--- config.mk ---
export PLATFORM = sky130hd
export DESIGN_NAME = shift_rows_tx_flat
export DESIGN_NICKNAME = d
export VERILOG_FILES = /design/src/rtl/shift_pkg.sv /design/src/rtl/shift_rows_tx_if.sv /design/src/rtl/shift_rows_tx.sv /design/src/flat_wrapper.sv
export SDC_FILE = /design/constraint.sdc
export NUM_CORES = 1
export LEC_CHECK = 0
export BUFFER_PORTS_ARGS = -buffer_cell sky130_fd_sc_hd__buf_2
export CORE_MARGIN = 4
export CORE_UTILIZATION = 23
export DETAILED_ROUTE_END_ITERATION = 12
export MAX_ROUTING_LAYER = met4
export PLACE_DENSITY = 0.45
export SLEW_MARGIN = 20
export SYNTH_ARGS = -nofsm -noshare
export SYNTH_HDL_FRONTEND = slang
export SYNTH_SLANG_ARGS = --single-unit
export TNS_END_PERCENT = 10
--- constraint.sdc ---
create_clock -name clk -period 1.65 [get_ports clk]
set_input_delay 0.33 -clock clk [delete_from_list [all_inputs] [get_ports clk]]
set_output_delay 0.33 -clock clk [all_outputs]
set_load 0.005 [all_outputs]
--- src/rtl/shift_pkg.sv ---
// Shared word/state types and ShiftRows helpers for the tx loader, the
// inverse-shift collector and the bench.
package shift_pkg;

  localparam int unsigned NUM_WORDS = 4;
  localparam int unsigned WORD_W    = 32;

  typedef logic [WORD_W-1:0]    word_t;
  typedef word_t [NUM_WORDS-1:0] state_t;
  typedef logic [1:0]           beat_t;

  // Forward ShiftRows: out[c] byte r = in[(c+r)%4] byte r (byte 0 is the MSB)
  function automatic state_t shift_rows(input state_t s);
    state_t o;
    beat_t  src;
    o = '0;
    for (int c = 0; c < 4; c++) begin
      for (int r = 0; r < 4; r++) begin
        src = 2'(c + r);
        o[2'(c)][31-8*r -: 8] = s[src][31-8*r -: 8];
      end
    end
    return o;
  endfunction

  // Inverse ShiftRows: out[c] byte r = in[(c-r)%4] byte r
  function automatic state_t inv_shift_rows(input state_t s);
    state_t o;
    beat_t  src;
    o = '0;
    for (int c = 0; c < 4; c++) begin
      for (int r = 0; r < 4; r++) begin
        src = 2'(c - r);
        o[2'(c)][31-8*r -: 8] = s[src][31-8*r -: 8];
      end
    end
    return o;
  endfunction

endpackage

--- src/rtl/shift_rows_tx_if.sv ---
// Load/stream bundle between the ShiftRows transmitter and its environment.
// Optional word_parity appears when SHIFT_ROWS_TX_PARITY_EN is defined.
interface shift_rows_tx_if;
  import shift_pkg::*;

  logic   load;
  state_t state_in;
  logic   out_ready;
  word_t  word_out;
  logic   word_valid;
  logic   busy;
  logic   done;
  logic   abort;
`ifdef SHIFT_ROWS_TX_PARITY_EN
  logic   word_parity;
`endif

  // Transmitter side
  modport master (
    input  load, state_in, out_ready,
`ifdef SHIFT_ROWS_TX_PARITY_EN
    output word_parity,
`endif
    output word_out, word_valid, busy, done, abort
  );

  // Environment side: loads states and consumes words
  modport slave (
    output load, state_in, out_ready,
`ifdef SHIFT_ROWS_TX_PARITY_EN
    input  word_parity,
`endif
    input  word_out, word_valid, busy, done, abort
  );

endinterface

--- src/rtl/shift_rows_tx.sv ---
// ShiftRows transmitter: captures a 4x32 state in one cycle, applies forward
// ShiftRows and streams the four columns out over valid/ready.
// TIMEOUT_CYC > 0 aborts a transfer after that many consecutive stalls.
// Define SHIFT_ROWS_TX_PARITY_EN to add an even-parity bit per word.
module shift_rows_tx
  import shift_pkg::*;
#(
  parameter int unsigned TIMEOUT_CYC = 0
) (
  input  logic          clk,
  input  logic          reset,
  shift_rows_tx_if.master tx
);

  localparam int unsigned STALL_W = (TIMEOUT_CYC > 1) ? $clog2(TIMEOUT_CYC) : 1;
  localparam logic [STALL_W-1:0] STALL_LAST = STALL_W'(TIMEOUT_CYC - 1);

  typedef enum logic {IDLE, SEND} state_e;

  state_e             state_q, state_d;
  beat_t              cnt_q, cnt_d;
  logic [STALL_W-1:0] stall_q, stall_d;
  state_t             hold_q, hold_d;
  word_t              word_out_q, word_out_d;
  logic               valid_q, valid_d;
  logic               busy_q, busy_d;
  logic               done_q, done_d;
  logic               abort_q, abort_d;

  state_t shifted;
  logic   xfer;
  beat_t  cnt_nxt;

  assign shifted = shift_rows(tx.state_in);
  assign xfer    = valid_q & tx.out_ready;
  assign cnt_nxt = cnt_q + 2'd1;

  // Next-state, beat/stall counters and output words
  always_comb begin
    state_d    = state_q;
    cnt_d      = cnt_q;
    stall_d    = stall_q;
    hold_d     = hold_q;
    word_out_d = word_out_q;
    valid_d    = valid_q;
    busy_d     = busy_q;
    done_d     = 1'b0;
    abort_d    = 1'b0;

    unique case (state_q)
      IDLE: begin
        if (tx.load) begin
          state_d    = SEND;
          hold_d     = shifted;
          word_out_d = shifted[0];
          valid_d    = 1'b1;
          busy_d     = 1'b1;
          cnt_d      = '0;
          stall_d    = '0;
        end
      end
      SEND: begin
        if (xfer) begin
          stall_d = '0;
          if (cnt_q == 2'd3) begin
            done_d = 1'b1;
            cnt_d  = '0;
            // A load on the last beat chains straight into the next state
            if (tx.load) begin
              hold_d     = shifted;
              word_out_d = shifted[0];
            end else begin
              state_d    = IDLE;
              word_out_d = '0;
              valid_d    = 1'b0;
              busy_d     = 1'b0;
            end
          end else begin
            cnt_d      = cnt_nxt;
            word_out_d = hold_q[cnt_nxt];
          end
        end else if (TIMEOUT_CYC != 0) begin
          if (stall_q == STALL_LAST) begin
            state_d    = IDLE;
            abort_d    = 1'b1;
            cnt_d      = '0;
            stall_d    = '0;
            word_out_d = '0;
            valid_d    = 1'b0;
            busy_d     = 1'b0;
          end else begin
            stall_d = stall_q + STALL_W'(1);
          end
        end
      end
      default: state_d = IDLE;
    endcase
  end

  // State and output registers
  always_ff @(posedge clk or negedge reset) begin
    if (!reset) begin
      state_q    <= IDLE;
      cnt_q      <= '0;
      stall_q    <= '0;
      hold_q     <= '0;
      word_out_q <= '0;
      valid_q    <= 1'b0;
      busy_q     <= 1'b0;
      done_q     <= 1'b0;
      abort_q    <= 1'b0;
    end else begin
      state_q    <= state_d;
      cnt_q      <= cnt_d;
      stall_q    <= stall_d;
      hold_q     <= hold_d;
      word_out_q <= word_out_d;
      valid_q    <= valid_d;
      busy_q     <= busy_d;
      done_q     <= done_d;
      abort_q    <= abort_d;
    end
  end

  assign tx.word_out   = word_out_q;
  assign tx.word_valid = valid_q;
  assign tx.busy       = busy_q;
  assign tx.done       = done_q;
  assign tx.abort      = abort_q;

`ifdef SHIFT_ROWS_TX_PARITY_EN
  logic parity_q, parity_d;

  // Even parity of the next word, forced low when nothing is valid
  always_comb begin
    parity_d = 1'b0;
    if (valid_d) parity_d = ^word_out_d;
  end

  // Parity register tracks word_out
  always_ff @(posedge clk or negedge reset) begin
    if (!reset) parity_q <= 1'b0;
    else        parity_q <= parity_d;
  end

  assign tx.word_parity = parity_q;
`endif

endmodule

--- src/flat_wrapper.sv ---
// flat-port wrapper written by rule: the top's interface ports become plain ports
module shift_rows_tx_flat import shift_pkg::*;
#(
  parameter int unsigned TIMEOUT_CYC = 0
)
  (clk, reset, tx_load, tx_state_in, tx_out_ready, tx_word_out, tx_word_valid, tx_busy, tx_done, tx_abort);
  shift_rows_tx_if tx_i ();
  input  logic clk;
  input  logic reset;
  input wire logic [$bits(tx_i.load)-1:0] tx_load;
  input wire logic [$bits(tx_i.state_in)-1:0] tx_state_in;
  input wire logic [$bits(tx_i.out_ready)-1:0] tx_out_ready;
  output wire logic [$bits(tx_i.word_out)-1:0] tx_word_out;
  output wire logic [$bits(tx_i.word_valid)-1:0] tx_word_valid;
  output wire logic [$bits(tx_i.busy)-1:0] tx_busy;
  output wire logic [$bits(tx_i.done)-1:0] tx_done;
  output wire logic [$bits(tx_i.abort)-1:0] tx_abort;
  assign tx_i.load = tx_load;
  assign tx_i.state_in = tx_state_in;
  assign tx_i.out_ready = tx_out_ready;
  assign tx_word_out = tx_i.word_out;
  assign tx_word_valid = tx_i.word_valid;
  assign tx_busy = tx_i.busy;
  assign tx_done = tx_i.done;
  assign tx_abort = tx_i.abort;
  shift_rows_tx #(.TIMEOUT_CYC(TIMEOUT_CYC)) u_core (.clk(clk), .reset(reset), .tx(tx_i));
endmodule
* Word-level counts from Yosys, hierarchy flattened
Cells that the tools add are included.
Cells by class: equal/unequal tests 5, reductions and logical operators 3, order comparisons 1, bitwise logic cells 2, add/sub/neg operators 1, multiplexer cells 27
Operators with widths (count):
- 2-to-1 mux 128 bit | 3
- case mux 128 bit (2 select lines) | 1
- 2-to-1 mux 32 bit | 5
- binary-select mux 32 bit (select 2 bit) | 1
- case mux 32 bit (2 select lines) | 1
- 2-to-1 mux 1 bit | 10
- != test 2 bit (second input constant) | 4
- 2-to-1 mux 2 bit | 3
- case mux 1 bit (2 select lines) | 2
- case mux 2 bit (2 select lines) | 1
- AND reduction 2 bit | 2
- AND reduction 4 bit | 1
- < comparator 2 x 3 -> 1 bit (second input constant) | 1
- adder 2 x 1 -> 2 bit (second input constant) | 1
- == test 2 bit (second input constant) | 1
- AND 1 bit | 1
- NOT 1 bit | 1
Storage, ports and cells: output and inout port bits 36, register bits 165, logic and storage cells 48, bits of input ports 132

* Logic depth before layout (Yosys ltp)
depth in word-level cells 6, depth in mapped cells 6, depth with buffers taken out 4

* Least setup slack after synthesis
No wires, ideal clock.
path kind reg2reg, start register u_core.cnt_q[1], end register u_core.hold_q[0] (netlist name), clock period less this slack 1603 ps, required time 1525 ps, data arrival time 1478 ps, setup slack 47 ps, stages on the path, launching flop included 7, cell sequence dfrtp_1 -> ha_1 -> nand3_1 -> a21boi_0 -> buf_4 -> buf_6 -> mux2_2
On the way: longest elaborated chain between the ends 3
RTL lines:
- start: declaration | line shift_rows_tx.sv:21 | beat_t cnt_q, cnt_d;
- start signal: assignment | line shift_rows_tx.sv:114 | cnt_q <= cnt_d;
- == test 2 bit | line shift_rows_tx.sv:65 | if (cnt_q == 2'd3) begin
- != test 2 bit (no source line)
- AND reduction 2 bit (no source line)
- end signal: assignment | line shift_rows_tx.sv:116 | hold_q <= hold_d;
- end: declaration | line shift_rows_tx.sv:23 | state_t hold_q, hold_d;
Every way passes these cells. A chain may end at the register's enable or synchronous reset.

* Worst setup path in the final report
start register u_core.cnt_q[0], end register u_core.hold_q[22] (netlist name)
Same word-level chain as after synthesis.

==> impl_metrics.tcl <==
set metrics [dict create \
    status "complete, but fails checks" \
    violations "negative setup slack" \
    vias 3354 \
    dr.first_iter.drc_count 82 \
    clock_latency_ns 0.35 \
    synthDominantCellAreaShare 0.551 \
    cts_buffer_depth 2 \
    core_area_um2 19500 \
    die_area_um2 22300 \
    fin_ws_ns -0.00306 \
    syn_area_um2 4580 \
    ys_ff_latch 101 \
    final_cells 742 \
    stdcell_area_um2 6450 \
    drive_gt1_frac 0.616 \
    leakagePower_nw 2.85 \
    finalSetupViolCount 2 \
    dp.cells 708 \
    min_period_ns 1.65 \
    yosys.area.top_type "dfrtp_1" \
    start_util 0.235 \
    rsz0062_at_grt "true" \
    cts_tree "built" \
    power.switching_mw 3.38 \
    hpwlAfterDp_um 8230 \
    synth.avg_cell_area_um2 13.1 \
    max_freq_mhz 605 \
    htree_levels 3 \
    synth_seq_area_share 0.551 \
    avgViaCountPerCell 4.52 \
    grt_pass1_vias 3581 \
    synthFlopType "dfrtp_1" \
    io_buffers 102 \
    die_h_um 149 \
    synth_fp_nets 484 \
    power_density_nw_per_um2 1590 \
    rows 51 \
    areaGrowthSynthToFinish_pct 40.6 \
    seqPwrFrac 0.357 \
    slew_violations 0 \
    post-route-period-util 1.00 \
    num_antenna_cells 0 \
    endpoint_kind "flip-flop" \
    grt_pass1_wl_um 20200 \
    cts_buffers 9 \
    routed_wl_um 14200 \
    skew_ns 0.0110 \
    p_sw_frac 0.330 \
    crit_required_ns 1.87 \
    grtUsageMet2 0.201 \
    avgRoutedWirePerCell_um 19.2 \
    holdPathStages 2 \
    synth_warnings 0 \
    nNetsFinal 606 \
    async_flop_share 1.00 \
    gr-total-overflow 0 \
    rr_worst_depth 6 \
    path_class "flip-flop to flip-flop" \
    yosysMostFrequentCell "dfrtp_1" \
    ant_nets 0 \
    tns_ns -0.00319 \
    yosys-top-cells-count "dfrtp_1 (101), mux2_2 (96), a22oi_1 (32), nor3_1 (32), a21oi_1 (23)" \
    maxCapViolations 0 \
    comb_power_share 0.448 \
    cts_root_buffer "clkbuf_16" \
    fin_util 0.330 \
    antenna_found_initial 0 \
    place.gp.congestion 0.734 \
    drc 0 \
    clock_power_share 0.194 \
    synth_edf_count 0 \
    critPathLaunchType "flip-flop" \
    peakVddDrop_mv 0.627 \
    holdCritPathClass "primary input to flip-flop" \
    grt_max_degree 34 \
    p_int_mw 6.85 \
    detailedPlace.worstSlack_ns -0.0508 \
    chipWidth_um 149 \
    grt_usage 0.122 \
    dr.pass1.iters 4 \
    globalRouteMet1Util 0.150 \
    met3_usage 0.0280 \
    path_clk_slew_ns 0.07 \
    syn_inst 350 \
    cp.arrival_ns 1.88 \
    r2r_slack_ns -0.003 \
    clkSinkCount 101 \
    synth.top_cells.by_area "dfrtp_1 (55%), mux2_2 (24%), a22oi_1 (5.2%)" \
    placed_cell_area_um2 5490 \
    io-pin-count 168 \
    ys_types 25 \
    grt_most_used_layer "met2" \
    hold_viol 0 \
    worstPathMaxFanout 8 \
]
## sequential cells by signal (all words and copies together) (netlist names)
name and cells:
u_core.hold_q 64, u_core.tx.word_out 32, u_core.cnt_q 2, u_core.state_q 1, u_core.tx.done 1, u_core.tx.word_valid 1
## cell type report
cell class                      instances  area, um^2
Clock buffer                           11         233
Clock inverter                          5        36.3
Tap cell                              265         332
Fill cell                            1998       13100
Timing Repair Buffer                  142        1100
Inverter                                2        7.51
Sequential cell                       101        2530
Multi-Input combinational cell        216        2210
## power by group through the flow
stage,Clock [mW],Combinational [mW],Sequential [mW]
6_report,1.99,4.59,3.66
5_1_grt,2.19,4.94,3.73
4_1_cts,2.08,3.36,3.64
3_5_place_dp,0,3.33,3.68
3_3_place_gp,0,3.27,3.64
2_1_floorplan,0,1.93,3.61
## layer usage
| metal | vias up | wire length (um) | share of wire |
|---|---|---|---|
| met2 | 88 | 6870 | 0.48 |
| met5 | - | 0 | 0 |
| li1 | 1524 | - | - |
| met4 | 0 | 180 | 0.013 |
| met1 | 1725 | 6550 | 0.46 |
| met3 | 17 | 617 | 0.043 |
## cells by family (layout without fill, tap and decap cells)
family          Yosys count  in the layout  synth area share
compound gates           71             71             0.105
buf+inv                  33            160            0.0494
fa+ha+maj                 2              2           0.00546
simple gates             45             45            0.0497
flops                   101            101             0.551
other cells               1              1          0.000818
mux                      97             97             0.238
## metrics by stage
step / hold slack, ns / total power, mW
floorplan: 0.0344 / 5.55
global placement: 0.278 / 6.92
detailed placement: 0.283 / 7.01
CTS: 0.190 / 9.08
global route: 0.189 / 10.9
finish: 0.211 / 10.2
## cells in the final DEF (no fill, tap or decap)
cell type and n:
nor2_1 3, nand2_1 4, or2_2 1, inv_6 1, nor2b_4 1, clkinv_2 2, a21oi_1 21, nor3_1 32
dlygate4sd3_1 1, o21ai_0 3, conb_1 1, and3_2 1, buf_16 3, clkbuf_16 14, a22oi_2 20, mux2_2 40
mux2i_1 1, buf_2 101, clkbuf_1 2, clkinv_4 2, a21oi_2 12, nor3b_4 1, buf_6 10, buf_4 14
ha_4 2, buf_8 1, a21bo_2 1, dfrtp_2 2, a21boi_4 1, mux2_4 56, inv_1 2, dfrtp_1 99
a22oi_1 12, nand3_4 1, a21o_1 1, nand3_1 1, buf_12 7
## final timing paths
path,to,startpoint
max in group asynchronous,u_core.tx.word_out[12],reset
worst max-delay path,u_core.hold_q[22],u_core.cnt_q[0]
worst max register to register,u_core.hold_q[22],u_core.cnt_q[0]
worst min register to register,u_core.hold_q[29],u_core.hold_q[29]
worst min-delay path,u_core.hold_q[41],tx_state_in[105]
min in group asynchronous,u_core.hold_q[58],reset
## timing repair
action | CTS | global route
setup buffers | 4 | 4
cloned | 2 | 7
endpoints found under the setup margin | 96 | 96
resized for setup | 9 | 88
pin swaps | 3 | 31
hold endpoints to repair | 22 | 0
hold buffers | 1 | 0
## critical path, cell delays in order (launching register included)
cell and delay [ns]:
dfrtp_2 0.43, ha_4 0.17, nand3_4 0.07, a21boi_4 0.20, buf_6 0.17, clkbuf_16 0.19
mux2_4 0.30
(Power assumes the default switching activity.)
